$ cat config.mk
export PLATFORM = sky130hd
export DESIGN_NAME = mixcolumns_iter_flat
export DESIGN_NICKNAME = d
export VERILOG_FILES = /design/src/rtl/mixcolumns_iter_if.sv /design/src/rtl/mixcolumns_iter.sv /design/src/flat_wrapper.sv
export SDC_FILE = /design/constraint.sdc
export NUM_CORES = 1
export LEC_CHECK = 0
export CAP_MARGIN = 20
export CELL_PAD_IN_SITES_DETAIL_PLACEMENT = 1
export CELL_PAD_IN_SITES_GLOBAL_PLACEMENT = 1
export CORE_ASPECT_RATIO = 0.7
export CORE_MARGIN = 2
export CORE_UTILIZATION = 38
export CTS_CLUSTER_DIAMETER = 80
export CTS_CLUSTER_SIZE = 30
export DETAILED_ROUTE_END_ITERATION = 7
export PLACE_DENSITY = 0.93
export REMOVE_ABC_BUFFERS = 1
export SYNTH_ARGS = -nofsm -noshare
export SYNTH_HDL_FRONTEND = slang
export SYNTH_SLANG_ARGS = --single-unit
$ cat constraint.sdc
create_clock -name clk -period 7.4 [get_ports clk]
set_input_delay 1.48 -clock clk [delete_from_list [all_inputs] [get_ports clk]]
set_output_delay 1.48 -clock clk [all_outputs]
set_load 0.02 [all_outputs]
$ cat src/rtl/mixcolumns_iter_if.sv
// Handshake bundle between shiftrows, mixcolumns_iter and AddRoundKey.
//   in_valid/in_ready/state_in/last_round : upstream ShiftRows channel
//   out_valid/out_ready/state_out         : downstream AddRoundKey channel
// master = the environment around the block, slave = mixcolumns_iter.
interface mixcolumns_iter_if;
  logic         in_valid;
  logic         in_ready;
  logic [127:0] state_in;
  logic         last_round;
  logic         out_valid;
  logic         out_ready;
  logic [127:0] state_out;

  modport master (
    output in_valid, state_in, last_round, out_ready,
    input  in_ready, out_valid, state_out
  );

  modport slave (
    input  in_valid, state_in, last_round, out_ready,
    output in_ready, out_valid, state_out
  );
endinterface

$ cat src/rtl/mixcolumns_iter.sv
// Iterative AES MixColumns: one 32-bit column per clock through a single
// shared GF(2^8) column unit; last_round bypasses the transform.
// Ports:
//   clk, rst : rising-edge clock, asynchronous active-high reset
//   bus      : slave side of mixcolumns_iter_if (valid/ready in and out)
// Column c occupies bits [127-32c -: 32]; the row-0 byte is the column MSB.
module mixcolumns_iter (
  input logic             clk,
  input logic             rst,
  mixcolumns_iter_if.slave bus
);

  localparam int unsigned COL_W   = 32;
  localparam int unsigned STATE_W = 128;

  typedef enum logic [1:0] {
    IDLE = 2'd0,
    BUSY = 2'd1,
    DONE = 2'd2
  } fsm_t;

  fsm_t               state_q, state_d;
  logic [1:0]         col_q, col_d;
  logic [STATE_W-1:0] work_q, work_d;
  logic               out_valid_q, out_valid_d;
  logic [COL_W-1:0]   col_sel;
  logic [COL_W-1:0]   col_mix;

  // Multiply by x in GF(2^8) modulo the AES polynomial.
  function automatic logic [7:0] xt(input logic [7:0] b);
    return {b[6:0], 1'b0} ^ (b[7] ? 8'h1b : 8'h00);
  endfunction

  // One MixColumns column; 3*b is expressed as xt(b) ^ b.
  function automatic logic [COL_W-1:0] mix_col(input logic [COL_W-1:0] c);
    logic [7:0] s0, s1, s2, s3;
    logic [7:0] r0, r1, r2, r3;
    s0 = c[31:24];
    s1 = c[23:16];
    s2 = c[15:8];
    s3 = c[7:0];
    r0 = xt(s0) ^ xt(s1) ^ s1 ^ s2 ^ s3;
    r1 = s0 ^ xt(s1) ^ xt(s2) ^ s2 ^ s3;
    r2 = s0 ^ s1 ^ xt(s2) ^ xt(s3) ^ s3;
    r3 = xt(s0) ^ s0 ^ s1 ^ s2 ^ xt(s3);
    return {r0, r1, r2, r3};
  endfunction

  // Column select feeding the shared column unit.
  always_comb begin
    col_sel = work_q[127:96];
    case (col_q)
      2'd0:    col_sel = work_q[127:96];
      2'd1:    col_sel = work_q[95:64];
      2'd2:    col_sel = work_q[63:32];
      default: col_sel = work_q[31:0];
    endcase
  end

  assign col_mix = mix_col(col_sel);

  // Held low during reset so nothing is offered an accept while rst is high.
  assign bus.in_ready  = (state_q == IDLE) && !rst;
  assign bus.out_valid = out_valid_q;
  assign bus.state_out = work_q;

  // Next-state and datapath update.
  always_comb begin
    state_d     = state_q;
    col_d       = col_q;
    work_d      = work_q;
    out_valid_d = out_valid_q;
    case (state_q)
      IDLE: begin
        if (bus.in_valid && bus.in_ready) begin
          work_d = bus.state_in;
          col_d  = 2'd0;
          if (bus.last_round) begin
            state_d     = DONE;
            out_valid_d = 1'b1;
          end else begin
            state_d = BUSY;
          end
        end
      end
      BUSY: begin
        case (col_q)
          2'd0:    work_d[127:96] = col_mix;
          2'd1:    work_d[95:64]  = col_mix;
          2'd2:    work_d[63:32]  = col_mix;
          default: work_d[31:0]   = col_mix;
        endcase
        col_d = col_q + 2'd1;
        if (col_q == 2'd3) begin
          state_d     = DONE;
          out_valid_d = 1'b1;
        end
      end
      DONE: begin
        if (bus.out_ready) begin
          out_valid_d = 1'b0;
          state_d     = IDLE;
        end
      end
      default: begin
        state_d     = IDLE;
        out_valid_d = 1'b0;
      end
    endcase
  end

  // State registers.
  always_ff @(posedge clk or posedge rst) begin
    if (rst) begin
      state_q     <= IDLE;
      col_q       <= 2'd0;
      work_q      <= '0;
      out_valid_q <= 1'b0;
    end else begin
      state_q     <= state_d;
      col_q       <= col_d;
      work_q      <= work_d;
      out_valid_q <= out_valid_d;
    end
  end

endmodule

$ cat src/flat_wrapper.sv
// flat-port wrapper written by rule: the top's interface ports become plain ports
module mixcolumns_iter_flat 
  (clk, rst, bus_in_valid, bus_state_in, bus_last_round, bus_out_ready, bus_in_ready, bus_out_valid, bus_state_out);
  mixcolumns_iter_if bus_i ();
  input logic clk;
  input logic rst;
  input wire logic [$bits(bus_i.in_valid)-1:0] bus_in_valid;
  input wire logic [$bits(bus_i.state_in)-1:0] bus_state_in;
  input wire logic [$bits(bus_i.last_round)-1:0] bus_last_round;
  input wire logic [$bits(bus_i.out_ready)-1:0] bus_out_ready;
  output wire logic [$bits(bus_i.in_ready)-1:0] bus_in_ready;
  output wire logic [$bits(bus_i.out_valid)-1:0] bus_out_valid;
  output wire logic [$bits(bus_i.state_out)-1:0] bus_state_out;
  assign bus_i.in_valid = bus_in_valid;
  assign bus_i.state_in = bus_state_in;
  assign bus_i.last_round = bus_last_round;
  assign bus_i.out_ready = bus_out_ready;
  assign bus_in_ready = bus_i.in_ready;
  assign bus_out_valid = bus_i.out_valid;
  assign bus_state_out = bus_i.state_out;
  mixcolumns_iter u_core (.clk(clk), .rst(rst), .bus(bus_i));
endmodule
==> flow_metrics.env, run 1 <==
export IMPL_critPathRequiredTime_ns=7.71
export IMPL_viasPerCell=6.08
export IMPL_synth_edf_count=0
export IMPL_cp_depth=6
export IMPL_fp_dieW_microns=181
export IMPL_rsz0062_at_grt="no"
export IMPL_hp_class="reg2reg"
export IMPL_row_count=45
export IMPL_final_hold_viol_count=0
export IMPL_grt_pass1_wl_mm=55.6
export IMPL_placed_cells=1435
export IMPL_min_delay_start="u_core.bus.state_out[90]$_DFFE_PP0P_"
export IMPL_cp_end_kind="flop"
export IMPL_critical_path_class="in2reg"
export IMPL_drive_above_1_share=0.0522
export IMPL_fin_skew_ns=0.0126
export IMPL_r2r_setup_slack_ns=3.39
export IMPL_antenna_found_initial=1
export IMPL_synth_seq_area_share=0.398
export IMPL_setup_ws_ns=2.67
export IMPL_yosys_cell_types_count=38
export IMPL_critPathMaxStageDelay_ns=0.97
export IMPL_die_area_sq_um=23300
export IMPL_grt_max_degree=113
export IMPL_io_buffer_count=262
export IMPL_synth_top_area_cell="dfrtp_1"
export IMPL_post_place_ws_ns=2.29
export IMPL_syn_to_final_growth_pct=41.5
export IMPL_r2r_end="u_core.bus.state_out[35]$_DFFE_PP0P_"
export IMPL_async_flop_share=1.00
export IMPL_postCtsHoldBufs=0
export IMPL_worstHoldEndpoint="u_core.bus.state_out[90]$_DFFE_PP0P_"
export IMPL_rr_worst_depth=9
export IMPL_ys_flop_type="dfrtp_1"
export IMPL_crit_chain="clkdlybuf4s50_1 -> nor2b_1 -> nand2b_1 -> a21oi_4 -> nand2_1 -> o21ai_0"
export IMPL_yosys_warnings=0
export IMPL_drtAntennaViolNets=0
export IMPL_fin_nets=1313
export IMPL_cp_slowest_cell="nand2_1"
export IMPL_max_freq_ghz=0.211
export IMPL_dp_hpwl_mm=25.1
export IMPL_critPathBufInv=1
export IMPL_htree_levels=4
export IMPL_layout_common_cells="clkdlybuf4s50_1, o21ai_0, dfrtp_1"
export IMPL_final_cells=1471
export IMPL_core_sq_um=21700
export IMPL_fin_crit_ns=4.73
export IMPL_layout_commonest_cell="clkdlybuf4s50_1"
export IMPL_r2r_start="u_core.col_q[0]$_DFFE_PP0P_"
export IMPL_cts_made_buffers=17
export IMPL_outcome="completed"
export IMPL_clk_latency_ns=0.43
export IMPL_io_pins=263
export IMPL_drt_pass1_iter_count=6
export IMPL_wl_mm=36.7
export IMPL_grt_pass1_vias=9268
export IMPL_clock_sinks=133
export IMPL_worst_path_max_fanout=39
export IMPL_ys_ff_latch=133
export IMPL_grt_ovfl_total=0
export IMPL_max_cap_viol_count=0
export IMPL_cts_buffer_depth=2
export IMPL_post_cts_buffers=0
export IMPL_drc=0
export IMPL_syn_area_sq_um=8370
export IMPL_gp_congestion=0.830
export IMPL_fin_crit_sh=0.639
export IMPL_drtIter0Drc=920
export IMPL_report_final_slew_viol_count=0
export IMPL_setup_tns_ns=0
export IMPL_critPathArrivalTime_ns=5.05
export IMPL_worst_slew_pin_slew_ns=1.17
export IMPL_min_path_cells=2
export IMPL_path_clk_slew_ns=0.06
export IMPL_track_usage=0.313
export IMPL_setup_violations=0
export IMPL_cts_root_buf="clkbuf_16"
export IMPL_syn_avg_cell_area_sq_um=8.78
export IMPL_start_kind="input pin"
export IMPL_synth_area_leaders="dfrtp_1, xnor2_1, o21ai_0"
export IMPL_die_h_microns=128
export IMPL_wl_per_cell_microns=24.9
export IMPL_num_vias=8941
export IMPL_cts_tree="done"
export IMPL_maxSlewHeadroom=0.218
export IMPL_path_delay_family="simple AND/OR/NAND/NOR gates"
export IMPL_initial_core_util=0.386
export IMPL_netlist_instances=954
export IMPL_synth_top_area_share=0.398
export IMPL_cts_resized=0
==> synth_stat cells, types with 3 or more instances <==
master	instances
ha_1	5
buf_2	5
o31ai_1	8
mux2i_1	4
and3_1	104
clkbuf_1	67
nor2b_1	4
nor3_1	3
o21ai_1	9
nand2_1	56
a21o_1	4
nor2_1	23
inv_1	3
a222oi_1	32
xnor2_1	107
dfrtp_1	133
a21oi_1	133
o21ai_2	3
o21ai_0	162
xor2_1	63
==> per-layer routing <==
| metal | vias to the layer above | global-route usage | wire length, microns |
|---|---|---|---|
| li1 | 3861 | - | - |
| met1 | 4493 | 0.428 | 15800 |
| met2 | 528 | 0.499 | 16900 |
| met3 | 59 | 0.0719 | 3200 |
| met4 | 0 | 0.0861 | 729 |
| met5 | - | 0 | 0 |
==> through the flow <==
| stage | util | area, sq um | hold slack [ns] |
|---|---|---|---|
| 2_1_floorplan | - | 8060 | 0.535 |
| 3_3_place_gp | 0.516 | 11200 | 0.502 |
| 3_5_place_dp | 0.518 | 11200 | 0.521 |
| 4_1_cts | 0.543 | 11800 | 0.535 |
| 5_1_grt | 0.547 | 11900 | 0.573 |
| 6_report | 0.547 | 11900 | 0.528 |
==> state kept, by name (all words and copies together) (netlist names) <==
| register | flops |
|---|---|
| u_core.bus.out_valid | 1 |
| u_core.col_q | 2 |
| u_core.bus.state_out | 128 |
| u_core.state_q | 2 |
==> logic make-up after synthesis <==
family,synth area share
AOI/OAI and AO/OA,0.243
xor gates and xnor gates,0.183
adders and majority gates,0.00747
buffers and inverters,0.0393
DFF,0.398
muxes,0.00478
and+or+nand+nor,0.125
==> layout make-up <==
cell class | instances | area (sq um)
Multi-Input combinational cell | 740 | 4770
Timing Repair Buffer | 279 | 2840
Antenna cell | 1 | 2.50
Inverter | 4 | 20.0
Tap cell | 282 | 353
Fill cell | 2451 | 9830
Sequential cell | 133 | 3330
Clock inverter | 13 | 98.8
Clock buffer | 19 | 443
==> worst max path at each step <==
stage / start / endpoint
finish: rst / u_core.bus.state_out[5]$_DFFE_PP0P_
global route: rst / u_core.bus.state_out[23]$_DFFE_PP0P_
CTS: rst / u_core.bus.state_out[5]$_DFFE_PP0P_
detailed placement: rst / u_core.bus.state_out[5]$_DFFE_PP0P_
global placement: rst / u_core.bus.state_out[7]$_DFFE_PP0P_
floorplan: rst / u_core.bus.out_valid$_DFFE_PP0P_
==> worst register-to-register path, stage by stage, from the launching register on <==
cell and delay [ns]:
dfrtp_1 0.45, inv_1 0.10, ha_1 0.54, buf_4 0.39
a222oi_1 0.78, xnor2_1 0.15, o21ai_1 0.67, xnor2_1 0.23
xnor2_1 0.36, o21ai_0 0.20
Power of run 1 is not shown: default switching activity piles up to over one toggle a cycle in this logic, so the estimate is an artifact.
==> run 2: changes to the inputs <==
--- a/config.mk
+++ b/config.mk
@@ -10,11 +10,11 @@
 export CELL_PAD_IN_SITES_GLOBAL_PLACEMENT = 1
 export CORE_ASPECT_RATIO = 0.7
 export CORE_MARGIN = 2
-export CORE_UTILIZATION = 38
+export CORE_UTILIZATION = 35
 export CTS_CLUSTER_DIAMETER = 80
 export CTS_CLUSTER_SIZE = 30
 export DETAILED_ROUTE_END_ITERATION = 7
-export PLACE_DENSITY = 0.93
+export PLACE_DENSITY = 0.87
 export REMOVE_ABC_BUFFERS = 1
 export SYNTH_ARGS = -nofsm -noshare
 export SYNTH_HDL_FRONTEND = slang
==> constraint.sdc (replaced) <==
create_clock -name clk -period 4.4 [get_ports clk]
set_input_delay 0.88 -clock clk [delete_from_list [all_inputs] [get_ports clk]]
set_output_delay 0.88 -clock clk [all_outputs]
set_load 0.02 [all_outputs]
==> run 2 against run 1 <==
  * Routed wire length up 1.9%
  * Non-clock buffer count up 19
  * Clock skew rose by 0.0035 ns
  * Register-to-register slack worse by 2.9 ns
  * Sequential cell count did not move
  * Via count fell by 0.64%
  * Worst setup slack worse by 2.2 ns
  * Critical path depth rose by 3
  * Largest cell class unchanged
  * Sequential share of layout area fell by 0.37 points
  * Cell count grew 3.7%
==> flow_metrics.env, run 2 (synthesis gave the netlist of run 1 again) <==
export IMPL_dpl_cell_area_sq_um=11400
export IMPL_top_usage_layer="met2"
export IMPL_max_cap_viol_count=0
export IMPL_layout_commonest_cell="clkdlybuf4s50_1"
export IMPL_row_count=47
export IMPL_antenna_found_initial=1
export IMPL_syn_to_final_growth_pct=43.4
export IMPL_critical_path_class="reg2reg"
export IMPL_final_hold_viol_count=0
export IMPL_htree_levels=4
export IMPL_path_clk_slew_ns=0.07
export IMPL_clk_latency_ns=0.44
export IMPL_die_area_sq_um=25200
export IMPL_cts_made_buffers=17
export IMPL_fin_nets=1332
export IMPL_num_vias=8884
export IMPL_rr_worst_depth=9
export IMPL_largest_register_ff_count=128
export IMPL_setup_violations=0
export IMPL_cts_resized=0
export IMPL_cp_slowest_cell="a222oi_1"
export IMPL_r2r_setup_slack_ns=0.48
export IMPL_critPathMaxStageDelay_ns=0.97
export IMPL_cts_buffer_depth=2
export IMPL_fin_skew_ns=0.0161
export IMPL_grt_pass1_vias=9424
export IMPL_grt_use_met2=0.477
export IMPL_grt_max_degree=64
export IMPL_layout_common_cells="clkdlybuf4s50_1, o21ai_0, dfrtp_1"
export IMPL_r2r_start="u_core.col_q[0]$_DFFE_PP0P_"
export IMPL_r2r_end="u_core.bus.state_out[54]$_DFFE_PP0P_"
export IMPL_met1_usage=0.411
export IMPL_fin_crit_sh=0.892
export IMPL_path_delay_family="compound AO/OA/AOI/OAI gates"
export IMPL_grt_ovfl_total=0
export IMPL_die_h_microns=133
export IMPL_fp_dieW_microns=189
export IMPL_report_final_slew_viol_count=0
export IMPL_drive_above_1_share=0.0679
export IMPL_drtAntennaViolNets=0
export IMPL_outcome="completed"
export IMPL_fin_crit_ns=3.92
export IMPL_critPathArrivalTime_ns=4.22
export IMPL_cp_end_kind="flop"
export IMPL_dp_hpwl_mm=26.7
export IMPL_rsz0062_at_grt="no"
export IMPL_hp_class="reg2reg"
export IMPL_drt_pass1_iter_count=7
export IMPL_clock_sinks=133
export IMPL_grt_pass1_wl_mm=57.6
export IMPL_worst_slew_pin_slew_ns=1.11
export IMPL_core_sq_um=23600
export IMPL_antenna_cells=0
export IMPL_cp_startpoint="u_core.col_q[0]$_DFFE_PP0P_"
export IMPL_wl_mm=37.4
export IMPL_critPathRequiredTime_ns=4.70
export IMPL_wl_per_cell_microns=24.5
export IMPL_track_usage=0.301
export IMPL_cts_root_buf="clkbuf_16"
export IMPL_io_pins=263
export IMPL_critPathBufInv=2
export IMPL_start_kind="flop"
export IMPL_drtIter0Drc=698
export IMPL_max_freq_ghz=0.255
export IMPL_post_cts_buffers=0
export IMPL_cp_depth=9
export IMPL_drc=0
export IMPL_crit_chain="inv_1 -> ha_1 -> buf_4 -> a222oi_1 -> xor2_1 -> xnor3_1 -> nor2_1 -> nor3_1 -> o21ai_0"
export IMPL_fillers=2685
export IMPL_viasPerCell=5.83
export IMPL_io_buffer_count=262
export IMPL_postCtsHoldBufs=0
export IMPL_endpoint="u_core.bus.state_out[54]$_DFFE_PP0P_"
export IMPL_worst_path_max_fanout=20
export IMPL_gp_congestion=0.855
export IMPL_gr_usage_met3=0.0785
export IMPL_fin_area_sq_um=12000
export IMPL_initial_core_util=0.355
export IMPL_cts_tree="done"
export IMPL_maxSlewHeadroom=0.260
run 2: worst min-delay path by stage:
stage               slack [ns]                                  start                                    end  cells after the start
floorplan                 0.54            u_core.col_q[0]$_DFFE_PP0P_            u_core.col_q[0]$_DFFE_PP0P_                      2
global placement          0.50   u_core.bus.state_out[91]$_DFFE_PP0P_   u_core.bus.state_out[91]$_DFFE_PP0P_                      2
detailed placement        0.52   u_core.bus.state_out[59]$_DFFE_PP0P_   u_core.bus.state_out[59]$_DFFE_PP0P_                      2
CTS                       0.54   u_core.bus.state_out[59]$_DFFE_PP0P_   u_core.bus.state_out[59]$_DFFE_PP0P_                      2
global route              0.56   u_core.bus.state_out[59]$_DFFE_PP0P_   u_core.bus.state_out[59]$_DFFE_PP0P_                      2
finish                    0.53  u_core.bus.state_out[113]$_DFFE_PP0P_  u_core.bus.state_out[113]$_DFFE_PP0P_                      2
run 2: layout make-up:
cell class	instances	area, sq um	share of cell area
clock inverter	15	166	0.0139
sequential	133	3330	0.277
clock buffer	17	425	0.0354
inverter	4	17.5	0.00146
multi-input combinational	740	4770	0.397
tap	318	398	0.0331
timing repair buffer	298	2910	0.242
run 2: worst reg2reg max path: cells and delay by family, from the launching register on:
family	cells	cell delay, ns
AO/OA/AOI/OAI	2	1.16
XOR/XNOR	2	0.84
AND/OR/NAND/NOR	2	0.50
flip-flops	1	0.44
buffers and inverters	2	0.43
adder cells (fa/ha/maj)	1	0.41
run 2: routing by layer:
layer / share of wire / wire length (microns) / vias to the layer above
li1: - / - / 3902
met1: 0.43 / 16100 / 4461
met2: 0.46 / 17200 / 474
met3: 0.093 / 3480 / 47
met4: 0.015 / 556 / 0
met5: 0 / 0 / -
run 2: metrics by stage:
stage	instances	setup TNS [ns]	hold slack [ns]	worst slack, ns	utilization
floorplan	877	-4.58	0.535	-0.0344	-
global placement	1493	0	0.503	0.693	0.484
detailed placement	1493	0	0.520	0.513	0.484
CTS	1525	0	0.536	0.459	0.509
global route	1525	0	0.556	0.133	0.509
finish	1525	0	0.530	0.477	0.509
Power of run 2 is left out for the same reason.
